$ cat config.mk
export PLATFORM = sky130hd
export DESIGN_NAME = data_stream_gen
export DESIGN_NICKNAME = d
export VERILOG_FILES = /design/src/rtl/data_stream_pkg.sv /design/src/rtl/data_stream_pattern.sv /design/src/rtl/data_stream_gen.sv
export SDC_FILE = /design/constraint.sdc
export NUM_CORES = 1
export LEC_CHECK = 0
export CAP_MARGIN = 25
export CORE_MARGIN = 5
export CORE_UTILIZATION = 50
export CTS_CLUSTER_SIZE = 20
export DETAILED_ROUTE_END_ITERATION = 8
export GPL_TIMING_DRIVEN = 0
export PLACE_DENSITY_LB_ADDON = 0.15
export SLEW_MARGIN = 30
export SYNTH_ARGS = -nofsm -noshare
export SYNTH_HDL_FRONTEND = slang
export SYNTH_SLANG_ARGS = --single-unit
$ cat constraint.sdc
create_clock -name clk -period 2.6 [get_ports clk]
set_input_delay 0.52 -clock clk [delete_from_list [all_inputs] [get_ports clk]]
set_output_delay 0.52 -clock clk [all_outputs]
set_load 0.005 [all_outputs]
$ cat src/rtl/data_stream_pkg.sv
// Shared types, LFSR taps and pattern-step functions for the data stream generator.
// Both the top level and the pattern register use these so the word sequence is defined in one place.
package data_stream_pkg;

  localparam int          PAT_W            = 16;
  localparam logic [15:0] LFSR_SEED_DEFAULT = 16'hACE1;

  // Fibonacci feedback taps for the 16-bit LFSR: x^16 + x^14 + x^13 + x^11 + 1
  localparam int LFSR_TAP_A = 15;
  localparam int LFSR_TAP_B = 13;
  localparam int LFSR_TAP_C = 12;
  localparam int LFSR_TAP_D = 10;

  typedef enum logic [1:0] {
    MODE_INCR  = 2'd0,
    MODE_LFSR  = 2'd1,
    MODE_CONST = 2'd2,
    MODE_WALK1 = 2'd3
  } mode_e;

  typedef enum logic [1:0] {
    IDLE = 2'd0,
    RUN  = 2'd1,
    DONE = 2'd2
  } state_e;

  function automatic logic [PAT_W-1:0] first_word(mode_e mode, logic [PAT_W-1:0] fill,
                                                  logic [PAT_W-1:0] seed);
    logic [PAT_W-1:0] w;
    w = fill;
    case (mode)
      MODE_INCR:  w = fill;
      MODE_LFSR:  w = (fill == '0) ? seed : fill;
      MODE_CONST: w = fill;
      MODE_WALK1: w = 16'h0001 << fill[3:0];
      default:    w = fill;
    endcase
    return w;
  endfunction

  function automatic logic [PAT_W-1:0] next_word(mode_e mode, logic [PAT_W-1:0] cur);
    logic [PAT_W-1:0] w;
    w = cur;
    case (mode)
      MODE_INCR:  w = cur + 16'h0001;
      MODE_LFSR:  w = {cur[14:0],
                       cur[LFSR_TAP_A] ^ cur[LFSR_TAP_B] ^ cur[LFSR_TAP_C] ^ cur[LFSR_TAP_D]};
      MODE_CONST: w = cur;
      MODE_WALK1: w = {cur[14:0], cur[15]};
      default:    w = cur;
    endcase
    return w;
  endfunction

endpackage

$ cat src/rtl/data_stream_pattern.sv
// Current-word register: loads the first word of a burst, steps it on each accepted word,
// and clears to zero whenever no word is being presented.
module data_stream_pattern
  import data_stream_pkg::*;
#(
  parameter logic [15:0] LFSR_SEED = 16'hACE1
) (
  input  logic        clk,
  input  logic        reset_n,
  input  logic        i_load,
  input  logic        i_advance,
  input  logic        i_clear,
  input  logic [1:0]  i_mode,
  input  logic [15:0] i_fill,
  output logic [15:0] o_word
);

  mode_e       r_mode;
  logic [15:0] r_word;

  // Clear wins over load so an abort or burst end always forces the bus to zero.
  always_ff @(posedge clk or negedge reset_n) begin
    if (!reset_n) begin
      r_word <= '0;
      r_mode <= MODE_INCR;
    end else if (i_clear) begin
      r_word <= '0;
      r_mode <= MODE_INCR;
    end else if (i_load) begin
      r_word <= first_word(mode_e'(i_mode), i_fill, LFSR_SEED);
      r_mode <= mode_e'(i_mode);
    end else if (i_advance) begin
      r_word <= next_word(r_mode, r_word);
    end
  end

  assign o_word = r_word;

endmodule

$ cat src/rtl/data_stream_gen.sv
// Burst pattern source with valid/ready handshake; data is forced to zero whenever valid is low.
// Handshake: a word transfers on a rising edge where valid && ready; while valid && !ready, data and last hold.
module data_stream_gen
  import data_stream_pkg::*;
#(
  parameter int          DATA_W    = 16,
  parameter int          LEN_W     = 8,
  parameter logic [15:0] LFSR_SEED = 16'hACE1
) (
  input  logic              clk,
  input  logic              reset_n,
  input  logic              start,
  input  logic [1:0]        mode,
  input  logic [DATA_W-1:0] fill,
  input  logic [LEN_W-1:0]  burst_len,
  input  logic              abort,
  output logic [DATA_W-1:0] data,
  output logic              valid,
  input  logic              ready,
  output logic              last,
  output logic              busy,
  output logic              done,
  output logic [1:0]        dbg_state
);

  localparam logic [LEN_W:0] REM_ONE  = {{LEN_W{1'b0}}, 1'b1};
  localparam logic [LEN_W:0] REM_FULL = {1'b1, {LEN_W{1'b0}}};

  state_e         r_state;
  state_e         w_next_state;
  logic [LEN_W:0] r_remaining;
  logic [LEN_W:0] w_remaining_next;
  logic           r_valid;
  logic           r_last;
  logic           r_busy;
  logic           r_done;
  logic           w_load;
  logic           w_advance;
  logic           w_clear;
  logic           w_handshake;
  logic [15:0]    w_word;

  assign w_handshake = r_valid && ready;

  always_comb begin
    w_next_state     = r_state;
    w_remaining_next = r_remaining;
    w_load           = 1'b0;
    w_advance        = 1'b0;
    w_clear          = 1'b0;
    case (r_state)
      IDLE: begin
        if (start && !abort) begin
          w_next_state     = RUN;
          w_load           = 1'b1;
          w_remaining_next = (burst_len == '0) ? REM_FULL : {1'b0, burst_len};
        end
      end
      RUN: begin
        // Abort outranks a handshake landing on the same edge.
        if (abort) begin
          w_next_state     = IDLE;
          w_clear          = 1'b1;
          w_remaining_next = '0;
        end else if (w_handshake) begin
          if (r_last) begin
            w_next_state     = DONE;
            w_clear          = 1'b1;
            w_remaining_next = '0;
          end else begin
            w_advance        = 1'b1;
            w_remaining_next = r_remaining - REM_ONE;
          end
        end
      end
      DONE: begin
        w_next_state = IDLE;
        w_clear      = 1'b1;
      end
      default: begin
        w_next_state     = IDLE;
        w_clear          = 1'b1;
        w_remaining_next = '0;
      end
    endcase
  end

  // Status outputs are decoded from the next state so they line up with the registered data word.
  always_ff @(posedge clk or negedge reset_n) begin
    if (!reset_n) begin
      r_state     <= IDLE;
      r_remaining <= '0;
      r_valid     <= 1'b0;
      r_last      <= 1'b0;
      r_busy      <= 1'b0;
      r_done      <= 1'b0;
    end else begin
      r_state     <= w_next_state;
      r_remaining <= w_remaining_next;
      r_valid     <= (w_next_state == RUN);
      r_last      <= (w_next_state == RUN) && (w_remaining_next == REM_ONE);
      r_busy      <= (w_next_state != IDLE);
      r_done      <= (w_next_state == DONE);
    end
  end

  data_stream_pattern #(
    .LFSR_SEED (LFSR_SEED)
  ) u_pattern (
    .clk       (clk),
    .reset_n   (reset_n),
    .i_load    (w_load),
    .i_advance (w_advance),
    .i_clear   (w_clear),
    .i_mode    (mode),
    .i_fill    (fill[15:0]),
    .o_word    (w_word)
  );

  assign data      = w_word;
  assign valid     = r_valid;
  assign last      = r_last;
  assign busy      = r_busy;
  assign done      = r_done;
  assign dbg_state = r_state;

endmodule

=== Yosys cells after proc, flatten, opt, wreduce, memory -nomap -nowiden ===
Cells that the tools add are included.

* Bits of input ports: 31
* Output and inout bits: 22
* Logic and storage cells: 69
* Register bits: 33

* Equality and inequality tests: 12
* Mux-type cells: 29
* Shifts and indexed selects: 1
* Reductions and logical operators: 14
* $add $sub $neg: 2
* Bitwise gates (word level): 3

{| class="wikitable"
|+ Operators by type and width
! operator !! number
|-
| one-hot mux 16 bit (3 select lines) || 2
|-
| two-way mux 16 bit || 4
|-
| two-way mux 9 bit || 5
|-
| one-hot mux 9 bit (3 select lines) || 1
|-
| adder 16 x 1 -> 16 bit, second input constant || 1
|-
| zero test 16 bit || 1
|-
| << shifter 1 x 4 -> 16 bit, first input constant || 1
|-
| equality test 2 bit, second input constant || 6
|-
| two-way mux 2 bit || 6
|-
| equality test 9 x 1 -> 1 bit, second input constant || 1
|-
| two-way mux 1 bit || 9
|-
| subtractor 9 x 1 -> 9 bit, second input constant || 1
|-
| equality test 2 x 1 -> 1 bit, second input constant || 4
|-
| zero test 8 bit || 1
|-
| zero test 2 bit || 3
|-
| one-hot mux 2 bit (2 select lines) || 1
|-
| nonzero test 2 bit || 2
|-
| logical AND 1 bit || 3
|-
| != test 3 x 1 -> 1 bit, second input constant || 1
|-
| nonzero test 3 bit || 1
|-
| bitwise XOR 1 bit || 3
|-
| one-hot mux 1 bit (2 select lines) || 1
|-
| AND reduction 2 bit || 1
|-
| OR reduction 2 bit || 1
|-
| zero test 1 bit || 1
|}

=== Longest topological paths before layout ===
Gate-level depths: netlist (run 1).

* Depth after elaboration: 7
* Mapped depth: 8

=== Cells and area by module ===
Synthesis (run 1) repeated with hierarchy kept, for this count alone.

* Cell total of the unflattened synthesis: 327
* Area, all modules: 2568.7 um2

{| class="wikitable"
|+ By module, submodules not included
! module !! cells each !! area an instance (um2) !! instances
|-
| data_stream_pattern || 226 || 1652.8 || 1
|-
| data_stream_gen || 101 || 915.9 || 1
|}

=== Least setup slack after synthesis (run 1) ===
No wires, ideal clock.

* Path kind: input to register
* Start point: input port abort
* End point: register r_last, in the netlist last
* Arrival: 2.261 ns
* Data required time: 2.504 ns
* Stages on the path: 7
* Slack: 0.243 ns
* Cells stage by stage: buf_6 nor3b_2 buf_6 mux2_4 a211o_1 or4b_1 nor4_2

* Longest elaborated chain between the ends: 6
* Elaborated cells between the ends (all ways): 11
* Those cells by class: eq/ne (2); mux (6); reduce/logical (3)

{| class="wikitable"
|+ Ends and longest elaborated chain
! what !! line !! source
|-
| start: declaration || data_stream_gen.sv:16 || <nowiki>input logic abort,</nowiki>
|-
| zero test 1 bit || data_stream_gen.sv:53 || <nowiki>if (start && !abort) begin</nowiki>
|-
| logical AND 1 bit || data_stream_gen.sv:53 ||
|-
| two-way mux 9 bit || data_stream_gen.sv:53 ||
|-
| one-hot mux 9 bit (3 select lines) * || data_stream_gen.sv:51 || <nowiki>case (r_state)</nowiki>
|-
| via w_remaining_next[5] || data_stream_gen.sv:32 || <nowiki>logic [LEN_W:0] w_remaining_next;</nowiki>
|-
| equality test 9 x 1 -> 1 bit * || data_stream_gen.sv:101 || <nowiki>r_last <= (w_next_state == RUN) && (w_remaining_next == REM_ONE);</nowiki>
|-
| logical AND 1 bit * || data_stream_gen.sv:101 ||
|-
| end signal: assignment || data_stream_gen.sv:101 ||
|-
| end: declaration || data_stream_gen.sv:34 || <nowiki>logic r_last;</nowiki>
|}

The timed path passes the listed nets; every way through them passes the cells marked *.
A chain may end at the register's enable or synchronous reset.

=== Worst setup path in the final report (run 1) ===
* Start point: input port ready
* End point: register r_last, in the netlist last

* Longest elaborated chain between the ends: 6
* Elaborated cells between the ends (all ways): 10
* Those cells by class: eq/ne (2); mux (6); reduce/logical (2)

{| class="wikitable"
|+ Ends and longest elaborated chain
! what !! line !! source
|-
| start: declaration || data_stream_gen.sv:19 || <nowiki>input logic ready,</nowiki>
|-
| logical AND 1 bit || data_stream_gen.sv:43 || <nowiki>assign w_handshake = r_valid && ready;</nowiki>
|-
| two-way mux 9 bit || data_stream_gen.sv:65 || <nowiki>end else if (w_handshake) begin</nowiki>
|-
| two-way mux 9 bit || data_stream_gen.sv:61 || <nowiki>if (abort) begin</nowiki>
|-
| one-hot mux 9 bit (3 select lines) || data_stream_gen.sv:51 ||
|-
| via w_remaining_next[5] || data_stream_gen.sv:32 ||
|-
| equality test 9 x 1 -> 1 bit || data_stream_gen.sv:101 ||
|-
| logical AND 1 bit || data_stream_gen.sv:101 ||
|}

The timed path passes the listed nets, and every way through them passes these cells.

==> results of run 1 <==
==> layer usage <==
layer  up-vias  routed length (µm)  global-route usage, %
met5         -                   0                      0
met4         0                 244                   11.9
met3        21                 631                   4.77
met2       145                3950                   41.9
met1      1336                3320                   31.2
li1       1338                   -                      -
==> cell usage after synthesis (6+ instances only) <==
library cell	count
sky130_fd_sc_hd__o221ai_1	8
sky130_fd_sc_hd__o21ai_0	18
sky130_fd_sc_hd__clkbuf_1	18
sky130_fd_sc_hd__a31oi_1	7
sky130_fd_sc_hd__nor2_1	25
sky130_fd_sc_hd__o211ai_1	6
sky130_fd_sc_hd__inv_1	10
sky130_fd_sc_hd__nand2b_1	9
sky130_fd_sc_hd__mux2i_1	7
sky130_fd_sc_hd__nand3_1	13
sky130_fd_sc_hd__dfrtp_1	33
sky130_fd_sc_hd__nor4_1	8
sky130_fd_sc_hd__nor3_1	10
sky130_fd_sc_hd__nand2_1	28
sky130_fd_sc_hd__a21oi_1	13
sky130_fd_sc_hd__o22ai_1	7
==> worst max-delay path: cells and delay by family <==
kind / cells / cell delay, ns
AO/OA/AOI/OAI: 1 / 0.29
buffers and inverters: 2 / 0.68
AND/OR/NAND/NOR: 4 / 1.15
==> kinds of logic after synthesis <==
logic type | after synthesis | share of synthesized area, %
simple gates | 133 | 28.8
compound gates | 102 | 27.1
buf+inv | 36 | 6.23
flops | 33 | 31.4
mux | 9 | 3.66
xor+xnor | 4 | 1.86
fa+ha+maj | 2 | 0.951
==> registers in the layout (all words and copies together), names as in the netlist <==
signal	count
u_pattern.r_mode	2
last	1
done	1
r_remaining	9
busy	1
dbg_state	2
valid	1
u_pattern.o_word	16
==> layout make-up <==
type                    instances  share of cell area, %
clock buffers                   7                   2.60
flip-flops and latches         33                   24.8
inverters                      11                   1.24
well taps                      70                   2.64
repair buffers                 51                   15.4
plain buffers                  24                   3.58
multi-input cells             250                   49.7
==> per-stage QoR <==
| stage | hold WS, ns | setup WS, ns | instances | TNS (ns) | area, µm² |
|---|---|---|---|---|---|
| floorplan | 0.224 | 0.243 | 319 | 0 | 2630 |
| detailed placement | 0.395 | -0.299 | 437 | -2.46 | 3200 |
| global placement | 0.518 | -0.317 | 436 | -2.48 | 3190 |
| CTS | 0.0946 | 0.0301 | 445 | 0 | 3310 |
| finish | 0.0896 | 0.154 | 446 | 0 | 3320 |
| global route | 0.0968 | 0.0242 | 446 | 0 | 3320 |
==> worst paths after layout <==
kind                                                      start                         endpoint  slack (ns)  cells after the start
worst min-delay path                                    reset_n         r_remaining[3]$_DFF_PN0_        0.09                      1
max in group asynchronous                               reset_n         r_remaining[8]$_DFF_PN0_        2.10                      2
worst min register to register  u_pattern.r_mode[1]$_DFFE_PN0P_  u_pattern.r_mode[1]$_DFFE_PN0P_        0.57                      2
min in group clk                                          start                   busy$_DFF_PN0_        0.55                      3
worst max-delay path                                      ready                   last$_DFF_PN0_        0.15                      7
worst max register to register           dbg_state[1]$_DFF_PN0_                   last$_DFF_PN0_        0.23                      6
==> timing repair <==
item                                    4_1_cts  5_1_grt
gates resized for setup                       1        3
setup buffers                                 2        1
endpoints found under the setup margin        2        2
==> power by group through the flow <==
stage	clock, W	combinational, W	sequential, W
finish	0.000399	0.000674	0.000707
global placement	0	0.000649	0.000708
detailed placement	0	0.000664	0.000714
CTS	0.000403	0.000670	0.000704
floorplan	0	0.000402	0.000690
global route	0.000424	0.000746	0.000722
==> summary by stage, run 1 <==
Status
The run finished with clean final reports.

STA
The count of endpoints failing hold in the final timing report is 0. The max-slew violation count is 0. In this run the tightest slew margin relative to its limit is 62.4%. The share of the clock period used by the worst path after layout is 94.1%. The final period demand of the worst path is 2.45 ns. At the pin with the least slew margin, the transition time is 0.562 ns.

The highest clock rate is 409 MHz. Setup repair after global routing left no endpoint under its margin. Across the routed clock network, the largest skew measured is 0.0107 ns. Setup violations remaining at the end of the flow were counted as 0.

Pwr
For this design the total switching power over the nets is 0.000636 W. IR analysis of the VDD net gives a maximum drop of 0.266 mV. Of the total power, the share spent switching nets is 35.7%.

The fraction of power consumed by combinational cells is 37.9%. The design draws 0.00178 W. Registers are responsible for 39.7% of the overall power. In this run the power density over the cells is 535 nW/µm². In this run the static leakage power is 1.27 nW.

The part of the total power dissipated in the clock network is 22.4%. The internal power component is 0.00114 W.

Finish
Leaving out fill and tap cells, the most frequent cell in the layout is sky130_fd_sc_hd__clkdlybuf4s50_1. The filler cells instantiated in the layout total 447. The fraction of the core area covered by cells at the end of the flow is 65.1%. The footprint of the multi-input gates is 1650 µm². After the last flow step, the layout net total stands at 409. The top cell types in the final layout, fill and taps aside, are 45 x sky130_fd_sc_hd__clkdlybuf4s50_1, 33 x sky130_fd_sc_hd__dfrtp_1, 28 x sky130_fd_sc_hd__nand2_1.

Of the cells placed in the final design, the portion with a size suffix greater than 1 is 9.04%. Relative to the synthesized area, the layout overhead comes to 26.4%. The number of antenna repair diodes is 0. The sequential cells in the finished layout cover a total of 826 µm².

Synthesis
The most used flip-flop cell after synthesis is sky130_fd_sc_hd__dfrtp_1. The net count of the mapped netlist is 352. Of the post-synthesis cell area, the dominant cell type holds 31.4%. The average instance in the mapped netlist occupies 8.24 µm². Summing the sequential cell areas from Yosys gives 31.4% of the chip area. The count of unique library cells instantiated by Yosys is 68. The cell area that synthesis handed to floorplanning was 2630 µm².

The cell taking the most area after synthesis is sky130_fd_sc_hd__dfrtp_1. The number of warnings issued by yosys is 0. In the synthesized netlist, the number of instances is 319. Sorting the synthesized cells by area gives the leading types as sky130_fd_sc_hd__dfrtp_1 31%, sky130_fd_sc_hd__nand2_1 4.0%, sky130_fd_sc_hd__nor2_1 3.6%. The number of enable-type register cells in the synthesized netlist is 0. The proportion of synthesized flip-flops having asynchronous set or reset is 100%. The synthesized flop and latch total is 33.

Setup path
STA classifies the critical path startpoint as a primary input. The worst path arrival time is 2.64 ns. The element type at the critical path end is a flip-flop. By startpoint and endpoint, the worst setup path is classified as primary input to flip-flop. The largest stage delay on the critical path is 0.56 ns. The critical path goes through clkdlybuf4s50_1, buf_2, nand3_2, and4_1, a211o_1, or4b_1, nor4_2.

The critical-path maximum fanout is 10. For the worst setup path, the data required time is 2.79 ns. The cell with the largest stage delay on the worst path is sky130_fd_sc_hd__or4b_1.

Flow run
The max-cap check violation count is 0.

Detailed routing
The mean number of vias per cell is 6.37. The number of remaining DRC errors is 0. The detailed router placed 2,840 vias in this run. The first routing iteration left 174 violations.

After detailed routing, the total wire length is 8150 µm. In the final routed layout, each cell accounts on average for 18.3 µm. The total iterations of the first detailed-routing run is 5. The detail route stage leaves a number of antenna-violating nets equal to 0.

Clocking
The TritonCTS clock tree is built. The master cell of the clock root buffer is sky130_fd_sc_hd__clkbuf_8. The hold buffer count at CTS is 0. The H-tree was split into 2 levels. The latest clock arrival within the worst-skew pair is 0.29 ns. Clock-pin slew was measured on the worst setup and hold paths at 0.06 ns. Clock tree synthesis inserted a total of 5 buffers. The clock net in this run drives a total of 33 sinks. The number of buffers between clock root and the deepest sink is 2.

Floorplanning
The floorplan step defined a die boundary enclosing 6810 µm². The top-level port count is 53. The placement row count is 26. The starting density of the core is 51.5%. The vertical die dimension is 82.5 µm. The horizontal die dimension is 82.5 µm. The standard cell core area is 5110 µm².

Global route
Global routing finished with a remaining overflow of 0. The largest net degree at the start of global routing is 26. The initial antenna violation count came to 0. Global routing used 25.2% of the available tracks across all layers. The via count of the first global-routing pass came to 2,695. The wire length of the first global-routing pass is 13,100 µm.

Min path
The path category of the worst min-delay check is primary input to asynchronous set/reset pin.

Placement
The HPWL after detailed placement is 6070 µm. The routability congestion estimate from global placement is 0.971. The number of input and output port buffers inserted is 47.
Note: power is estimated with default switching activity, not from simulation.
==> inputs of run 2 (changes only) <==
==> constraint.sdc (replaced) <==
create_clock -name clk -period 2.5 [get_ports clk]
set_input_delay 0.5 -clock clk [delete_from_list [all_inputs] [get_ports clk]]
set_output_delay 0.5 -clock clk [all_outputs]
set_load 0.005 [all_outputs]
==> run 2 against run 1 <==
  * Power grew 4.5%
  * Die area is the same
  * First-iteration DRC count shrank 14%
  * Largest power group unchanged
  * Register-to-register slack lost 0.16 ns
  * Sequential power grew 4.2%
  * Critical path depth is the same
  * Combinational power grew 4.9%
  * Design area is essentially flat
  * Global-route usage grew 0.16 points
  * Hold slack lost 0.023 ns
  * Final cell count grew 0.22%
  * Sequential cell count is the same
==> summary by stage, run 2 (same netlist as run 1, synthesis figures left out) <==
STA
The slew of the pin with the lowest slew margin is 0.559 ns (-0.00239 ns). The number of setup violations in the final report is 0 (unchanged). The minimum hold slack was 0.0664 ns (-0.0232 ns). The final setup TNS was 0 ns (unchanged). The final period demand of the worst path is 2.43 ns.

The worst slew margin relative to its limit is 62.7% (+0.32 points). The max-slew violation count was 0 (unchanged). The highest clock rate is 411 MHz. The worst clock skew is 0.0121 ns (+0.00141 ns).

Setup repair after global routing could not meet its margin everywhere. The share of the clock period used by the worst path after layout is 97.3%. The count of endpoints failing hold in the final timing report is 0 (unchanged).

Clocking
The hold buffer count at CTS is 0 (unchanged). The clock transition time at the flip-flop clock pins of the worst setup and hold paths is 0.07 ns (about the same). The latest clock arrival within the worst-skew pair was 0.29 ns (about the same). The number of levels the H-tree was split into is 2 (unchanged). The cell sitting at the root of the clock tree is a sky130_fd_sc_hd__clkbuf_8.

The number of buffers between clock root and the deepest sink is 2 (unchanged). The TritonCTS clock tree is built. The total clock buffers created by CTS is 5 (unchanged).

The number of clock sinks is 33 (unchanged).

Detailed routing
The total iterations of the first detailed-routing run is 5 (unchanged). The mean number of vias per cell came to 6.40 (+0.58%). The average wire length per cell after detail routing is 18.5 µm (+1.2%).

The via count is 2,863 (+0.81%). The DRC marker count from the first detailed-route iteration is 150 (-14%). The number of remaining DRC errors is 0 (unchanged). The final wirelength is 8270 µm (+1.4%). The count of antenna-violating nets left after detailed routing was 0 (unchanged).

Floorplanning
The starting density of the core is 51.5% (unchanged). The top-level port count is 53 (unchanged). The standard cell core area is 5110 µm² (unchanged).

The vertical die dimension is 82.5 µm (unchanged). The placement row count was 26 (unchanged). The floorplan die area was 6810 µm² (unchanged). The horizontal die dimension came to 82.5 µm (unchanged).

Setup path
The worst path arrival time is 2.58 ns (-0.06 ns). Traced cell by cell, the critical path runs through buf_4, or4b_2, clkbuf_1, and3_1, clkbuf_2, o21ai_0, o311ai_0. The reg-to-reg critical path endpoint is u_pattern.o_word[15]$_DFFE_PN0P_. The sort of element at the start of the critical path is a flip-flop. The count of cell instances traversed by the critical path is 7 (unchanged). The most critical setup path has its startpoint at dbg_state[0]$_DFF_PN0_. The worst setup path is captured at a flip-flop. The critical-path maximum fanout was 10 (unchanged).

The worst flop-to-flop path startpoint is dbg_state[0]$_DFF_PN0_. Following the worst setup path forward leads to its endpoint at u_pattern.o_word[15]$_DFFE_PN0P_. The endpoint required time on the critical path is 2.64 ns (-0.15 ns). The largest stage delay on the critical path was 0.65 ns (+0.09 ns).

The number of buffer and inverter instances along the worst setup path was 3 (+1). By startpoint and endpoint, the worst setup path is classified as flip-flop to flip-flop. The family with the most delay on the worst path is simple AND/OR/NAND/NOR gates. The cell with the largest stage delay on the worst path is sky130_fd_sc_hd__or4b_2.

The path depth of the worst reg2reg path is 7 (+1). The reg-to-reg setup timing slack is 0.07 ns (-0.16 ns).

Placement
The cell area reported after detailed placement is 3200 µm² (unchanged). The routability congestion estimate from global placement came to 0.971 (unchanged). The HPWL after detailed placement is 6070 µm (unchanged). The number of input and output port buffers inserted is 47 (unchanged).

Finish
The filler cell count is 455 (+1.8%). The fraction of the core area covered by cells at the end of the flow was 65.1% (about the same). The footprint of the multi-input gates is 1650 µm² (about the same). The net total in the final layout is 410 (+0.24%). Leaving out fill and tap cells, the most frequent cell in the layout is sky130_fd_sc_hd__clkdlybuf4s50_1. The number of antenna repair diodes came to 0 (unchanged). The area added between synthesis and finish was 26.4% (about the same).

The flip-flop count of the largest register after layout is 16 (unchanged). The top cell types in the final layout, fill and taps aside, are 45 x sky130_fd_sc_hd__clkdlybuf4s50_1, 33 x sky130_fd_sc_hd__dfrtp_1, 28 x sky130_fd_sc_hd__nand2_1. The cell area after layout was 3320 µm² (about the same). The sequential cell area is 826 µm² (unchanged).

The fraction of final layout cells sized beyond drive strength 1 is 9.28% (+0.24 points).

Global route
The overall routing resource usage is 25.3% (+0.16 points). The wire length of the first global-routing pass came to 13,200 µm (+0.73%). The largest net degree at the start of global routing is 26 (unchanged).

The aggregate global routing overflow is 0 (unchanged). The initial antenna violation count is 0 (unchanged). The via count of the first global-routing pass is 2,716 (+0.78%).

Flow run
The max-cap check violation count is 0 (unchanged).

Pwr
The net switching component of the power is 0.000670 W (+5.3%). The maximum ir drop on the vdd rail is 0.276 mV (+3.7%). The sequential share of power is 39.7% (about the same). The internal power component is 0.00119 W (+4.0%).

The switching share of power was 36.0% (+0.29 points). The part of the total power dissipated in the clock network was 22.3% (about the same). The fraction of power consumed by combinational cells was 38.0% (about the same).

The power density over cell area came to 559 nW/µm² (+4.5%). The static leakage is 1.27 nW (-0.12%).

Status
The run finished with clean final reports.

Min path
The path category of the worst min-delay check is primary input to asynchronous set/reset pin.
[run 2: changes by cell type in the layout (fill, tap and decap cells not counted)]
cell                             delta
sky130_fd_sc_hd__and3_1             +1
sky130_fd_sc_hd__dlygate4sd2_1      +1
sky130_fd_sc_hd__clkbuf_2           +2
sky130_fd_sc_hd__dlymetal6s2s_1     -1
sky130_fd_sc_hd__and3_2             -1
sky130_fd_sc_hd__clkbuf_1           -1
[run 2: worst min path at each step]
stage / startpoint / end / slack, ns / depth (start not counted)
after floorplan: reset_n / busy$_DFF_PN0_ / 0.20 / 0
after global placement: u_pattern.r_mode[1]$_DFFE_PN0P_ / u_pattern.r_mode[1]$_DFFE_PN0P_ / 0.52 / 2
after detailed placement: reset_n / dbg_state[1]$_DFF_PN0_ / 0.37 / 1
after CTS: reset_n / r_remaining[3]$_DFF_PN0_ / 0.07 / 1
after global routing: reset_n / r_remaining[3]$_DFF_PN0_ / 0.08 / 1
final: reset_n / r_remaining[3]$_DFF_PN0_ / 0.07 / 1
[run 2: repair_timing]
item                                    in CTS  in global routing
setup buffers                                3                  0
hold endpoints to repair                     0                  0
endpoints found under the setup margin       6                  5
gates resized for setup                      4                  2
gates cloned                                 0                  0
[run 2: final cells by class]
cell class                 instances  area share (%)
buffer                            25            3.76
tap                               70            2.63
inverter                          11            1.24
clock buffer                       7            2.60
timing repair buffer              51            15.2
multi-input combinational        250            49.7
sequential                        33            24.8
[run 2: layer usage]
layer	vias to the layer above	track usage [%]	routed length (µm)
li1	1340	-	-
met1	1348	31.3	3360
met2	152	42.9	4030
met3	23	4.12	622
met4	0	11.9	254
met5	-	0	0
[run 2: per-stage QoR]
step / power [W] / instances / worst slack, ns
2_1_floorplan: 0.00114 / 319 / 0.163
3_3_place_gp: 0.00141 / 436 / -0.397
3_5_place_dp: 0.00143 / 437 / -0.379
4_1_cts: 0.00185 / 447 / 0.0852
5_1_grt: 0.00197 / 447 / -0.0123
6_report: 0.00186 / 447 / 0.0681
[run 2: power groups by stage]
| stage | sequential (W) | clock (W) | combinational (W) |
|---|---|---|---|
| floorplan | 0.000718 | 0 | 0.000418 |
| global placement | 0.000737 | 0 | 0.000675 |
| detailed placement | 0.000742 | 0 | 0.000690 |
| CTS | 0.000732 | 0.000419 | 0.000701 |
| global route | 0.000751 | 0.000443 | 0.000777 |
| finish | 0.000737 | 0.000416 | 0.000707 |
==> edit 1: new RTL, config.mk and constraints of run 2 <==
`LEN_W`: 8 -> 16.
--- a/src/rtl/data_stream_gen.sv
+++ b/src/rtl/data_stream_gen.sv
@@ -4,7 +4,7 @@
   import data_stream_pkg::*;
 #(
   parameter int          DATA_W    = 16,
-  parameter int          LEN_W     = 8,
+  parameter int          LEN_W     = 16,
   parameter logic [15:0] LFSR_SEED = 16'hACE1
 ) (
   input  logic              clk,
Ports: changed (resized burst_len); port bits go from 53 to 61. No check against the original RTL was run, so the function may have changed too.
==> edit 1 against run 2 <==
- the flow now finishes with violations (setup timing)
- area after synthesis up 19%
- sequential share of layout area up 0.65 points
- first-iteration DRC count up 120%
- clock power up 36%
- worst setup slack worse by 0.43 ns
- routed wire length up 24%
- sequential cell count up 8
- fmax down 15%
- power up 32%
- non-clock buffer count up 15
- count of clock-buffer cells in the layout unchanged
- cell area up 21%
- combinational power up 35%
==> edit 1: results <==
metrics = {
    "logic_synthesis": {
        "ys_types": 66,
        "ys_seq_area_share_pct": 32.9,
        "ys_top_cells_by_area": "dfrtp_1 (33%), a21oi_1 (4.3%), nand2_1 (4.2%)",
        "async_reset_ff_share_pct": 100,
        "synth_fp_nets": 425,
        "synth_common_cells": "dfrtp_1 (41), nand2_1 (35), nor2_1 (28), a21oi_1 (27)",
    },
    "placed_design": {
        "port-buffer-count": 57,
        "pre_cts_ws_ns": -0.842,
        "dp_hpwl_mm": 7.47,
        "place_congestion": 0.959,
    },
    "sta": {
        "holdWs_ns": 0.106,
        "tns_ns": -0.366,
        "setup_viol": 1,
        "maxSlewHeadroom_pct": 51.1,
        "fin_ws_ns": -0.366,
        "finClkSkew_ns": 0.0106,
    },
    "worst_setup_path": {
        "reg2reg_to": "last",
        "cp.arrival_ns": 3.08,
        "crit_family": "simple AND/OR/NAND/NOR gates",
        "r2r.worst_path.cells": 6,
        "critPathMaxStageDelay_ns": 0.59,
        "worstSetupEndpointType": "flop",
        "reg2reg_from": "r_remaining[7]",
        "cp_max_fo": 7,
        "worst_path_max_delay_cell": "or4_4",
    },
    "cells_and_area": {
        "nonClkBufAreaFrac_pct": 19.2,
        "inverters": 13,
        "fin_nets": 496,
        "diodes": 0,
        "multi_input_area_mm2": 0.00197,
        "largest_reg_flops": 17,
        "n_clock_buffer": 7,
        "n_fill_cell": 502,
        "num-multi-input-gates": 303,
        "clkCellAreaFrac_pct": 2.88,
        "n_all_buffers": 91,
        "drive_gt1_share_pct": 12.7,
        "regArea_mm2": 0.00103,
    },
    "power_and_ir_drop": {
        "p_leak_nw": 1.60,
        "vdd_ir_drop_max_mv": 0.301,
        "pg_clk_mw": 0.566,
        "comb_power_share_pct": 38.6,
        "p_switching_mw": 0.879,
        "switching_share_pct": 35.7,
    },
    "clock_tree": {
        "htreeDepth": 2,
        "cts_buffers": 5,
        "clock_latency_ns": 0.30,
        "clkSinkCount": 41,
    },
    "worst_hold_path": {
        "min_path_type": "in -> async",
    },
    "drt": {
        "drt_iter0_markers": 337,
        "drtPass1Iterations": 5,
        "num_vias": 3465,
        "wl_per_cell_um": 19.3,
    },
    "global_routing": {
        "track_usage_pct": 26.2,
        "grt_pass1_vias": 3127,
        "antenna_found_initial": 0,
        "grt_pass1_wl_mm": 15.9,
        "grt_start_max_net_pins": 27,
    },
    "run_status": {
        "violations": "setup timing",
        "status": "finished with violations",
    },
}
## edit 1: metrics by stage
stage	instance area, um2	std cells
floorplan	3130	384
CTS	3970	527
finish	4040	531
global placement	3800	516
global route	4040	531
detailed placement	3810	517
## edit 1: metal layers
layer,GRT usage [%],up-vias,wire (um)
met5,0,-,0
met4,5.68,0,89
met3,4.70,6,988
met2,39.6,194,4460
met1,39.0,1656,4690
li1,-,1609,-
## edit 1: logic make-up (layout without fill, tap and decap cells)
kind of cell | count (synthesis) | count (layout) | share of synthesized area [%]
simple gates | 165 | 165 | 29.3
compound gates | 115 | 115 | 25.1
flops | 41 | 41 | 32.9
buf+inv | 40 | 112 | 5.54
xor+xnor | 11 | 11 | 3.09
mux | 10 | 10 | 3.25
fa+ha+maj | 2 | 2 | 0.802
## edit 1: timing repair
item | in CTS | in global routing
endpoints found under the setup margin | 16 | 19
buffers inserted | 4 | 5
pin swaps | 3 | 4
gates resized for setup | 7 | 17
==> edit 2: new RTL, flow settings as in run 2 <==
Without the edit above. Reset style: synchronous (`reset_n`), changed in 2 clocked blocks.
--- a/src/rtl/data_stream_pattern.sv
+++ b/src/rtl/data_stream_pattern.sv
@@ -19,7 +19,7 @@
   logic [15:0] r_word;
 
   // Clear wins over load so an abort or burst end always forces the bus to zero.
-  always_ff @(posedge clk or negedge reset_n) begin
+  always_ff @(posedge clk) begin
     if (!reset_n) begin
       r_word <= '0;
       r_mode <= MODE_INCR;
--- a/src/rtl/data_stream_gen.sv
+++ b/src/rtl/data_stream_gen.sv
@@ -86,7 +86,7 @@
   end
 
   // Status outputs are decoded from the next state so they line up with the registered data word.
-  always_ff @(posedge clk or negedge reset_n) begin
+  always_ff @(posedge clk) begin
     if (!reset_n) begin
       r_state     <= IDLE;
       r_remaining <= '0;
Check against the original RTL: differs if reset_n is asserted again (counterexample within 4 cycles, from zero or initial values and one cycle with reset_n low); with reset_n held inactive, the same outputs for 4 cycles.
==> edit 2 against run 2 <==
- clock skew increased by 0.0022 ns
- worst hold slack improved by 0.44 ns
- area after synthesis down 11%
- cell area fell by 8.6%
- routed wire length down 12%
- worst setup slack gained 0.026 ns
- sequential cell count stayed put
- die area shrank 9.7%
- critical path type is now in -> reg
Power is not compared: it rests on default switching activity, and its combinational part moved more than twofold at a synthesized area within 25%.
==> edit 2: results <==
metrics = {
    "drt": {
        "met1Wirelength_mm": 3.30,
        "wl_met2_mm": 3.23,
        "drtPass1Iterations": 5,
        "top_layer": "met4",
        "wirelength_mm": 7.31,
        "wl_met3_um": 702,
        "num_vias": 2656,
        "drt_iter0_markers": 283,
    },
    "clock_tree": {
        "postCtsSetupBuffers": 0,
        "clockBufferDepth": 2,
        "htreeDepth": 2,
        "cts.clk_slew.worst_paths_ns": 0.07,
        "clock_latency_ns": 0.29,
        "cts_buffers": 5,
        "cts-root-buf": "clkbuf_8",
    },
    "global_routing": {
        "grt_pass1_wl_mm": 12.0,
        "grt_pass1_vias": 2414,
        "antenna_found_initial": 0,
        "grt_start_max_net_pins": 11,
        "track_usage_pct": 24.0,
    },
    "logic_synthesis": {
        "ys_seq_area_share_pct": 28.2,
        "ys_top_cells_by_area": "dfxtp_1 (28%), nand2_1 (5.6%), nor2_1 (5.3%)",
        "synth_fp_nets": 340,
        "ys_types": 61,
        "async_reset_ff_share_pct": 0,
        "yosysWarningCount": 0,
        "synth_common_cells": "nand2_1 (35), dfxtp_1 (33), nor2_1 (33), a21oi_1 (17), o21ai_0 (16)",
    },
    "cells_and_area": {
        "diodes": 0,
        "drive_gt1_share_pct": 6.01,
        "fin_nets": 398,
    },
    "placed_design": {
        "pre_cts_ws_ns": -0.283,
        "dp_hpwl_mm": 5.38,
        "place_congestion": 0.945,
        "port-buffer-count": 51,
    },
    "worst_setup_path": {
        "cp.arrival_ns": 2.56,
        "crit_family": "simple AND/OR/NAND/NOR gates",
        "worst_path_max_delay_cell": "clkdlybuf4s50_1",
        "cp_max_fo": 9,
        "critPathMaxStageDelay_ns": 0.53,
    },
    "sta": {
        "finClkSkew_ns": 0.0143,
        "worstMarginPinSlew_ns": 0.688,
    },
    "worst_hold_path": {
        "min_path_type": "reg -> reg",
    },
    "power_and_ir_drop": {
        "p_leak_nw": 1.01,
        "vdd_ir_drop_max_mv": 0.333,
    },
    "run_status": {
        "status": "complete, no violations",
    },
}
[edit 2: changes by cell type in the layout (fill, tap and decap cells not counted), sizes merged, moves of 5 or more]
| cell | change |
|---|---|
| nor2 | +9 |
| xnor2 | +6 |
| clkbuf | -5 |
| nor2b | +7 |
| dfxtp | +33 |
| o221ai | -7 |
| dfrtp | -33 |
| nand2 | +7 |
| clkdlybuf4s50 | +6 |
| buf | -9 |
[edit 2: worst paths after layout]
| path | from | endpoint | slack (ns) | cells after the start |
|---|---|---|---|---|
| max | abort | u_pattern.o_word[5] | 0.09 | 6 |
| min | u_pattern.r_mode[1] | u_pattern.r_mode[1] | 0.51 | 2 |
| max reg2reg | u_pattern.o_word[2] | u_pattern.o_word[9] | 0.31 | 7 |
| min reg2reg | u_pattern.r_mode[1] | u_pattern.r_mode[1] | 0.51 | 2 |
[edit 2: cells by family after synthesis]
group | Yosys count | share of synthesized area [%]
AOI/OAI and AO/OA | 95 | 28.3
xor gates and xnor gates | 13 | 4.86
adders and majority gates | 2 | 1.07
buffers and inverters | 22 | 3.90
DFF | 33 | 28.2
muxes | 10 | 4.33
and+or+nand+nor | 132 | 29.3
[edit 2: cell type report]
type / count / area [um2]
clock buffer: 7 / 96.3
sequential: 33 / 661
multi-input combinational: 252 / 1610
inverter: 6 / 22.5
tap: 52 / 65.1
timing repair buffer: 51 / 510
clock inverter: 1 / 5.00
buffer: 16 / 71.3
fill: 386 / 1410
[edit 2: power breakdown]
group	internal (mW)	switching, mW	leakage, nW
Sequential	0.550	0.0329	0.269
Combinational	0.149	0.150	0.685
Clock	0.249	0.211	0.0542
Total	0.948	0.394	1.01
[edit 2: through the flow]
step | utilization, % | cells | setup TNS, ns | cell area [um2] | hold WS, ns
finish | 68.4 | 418 | 0 | 3040 | 0.505
global route | 68.4 | 418 | -0.0244 | 3040 | 0.515
CTS | 67.9 | 418 | 0 | 3020 | 0.498
detailed placement | 65.6 | 410 | -2.28 | 2920 | 0.488
global placement | 65.6 | 410 | -2.23 | 2920 | 0.481
floorplan | - | 307 | 0 | 2340 | 0.445
[edit 2: worst register-to-register path, stage by stage, from the launching register on]
cell and delay (ns):
dfxtp_1 0.35, clkbuf_2 0.19, nand3_1 0.22, nor3_1 0.64, nand2_1 0.14, mux2i_1 0.14, a211o_1 0.29, a21oi_1 0.14
[edit 2: layer usage]
layer	GRT usage, %	up-vias
met1	35.3	1218
met2	37.2	149
met4	4.55	0
met5	0	-
met3	3.89	13
li1	-	1276
[edit 2: timing repair]
action | in CTS | in global routing
setup endpoints to repair | 0 | 5
hold buffers | 0 | 0
resized for setup | 0 | 6
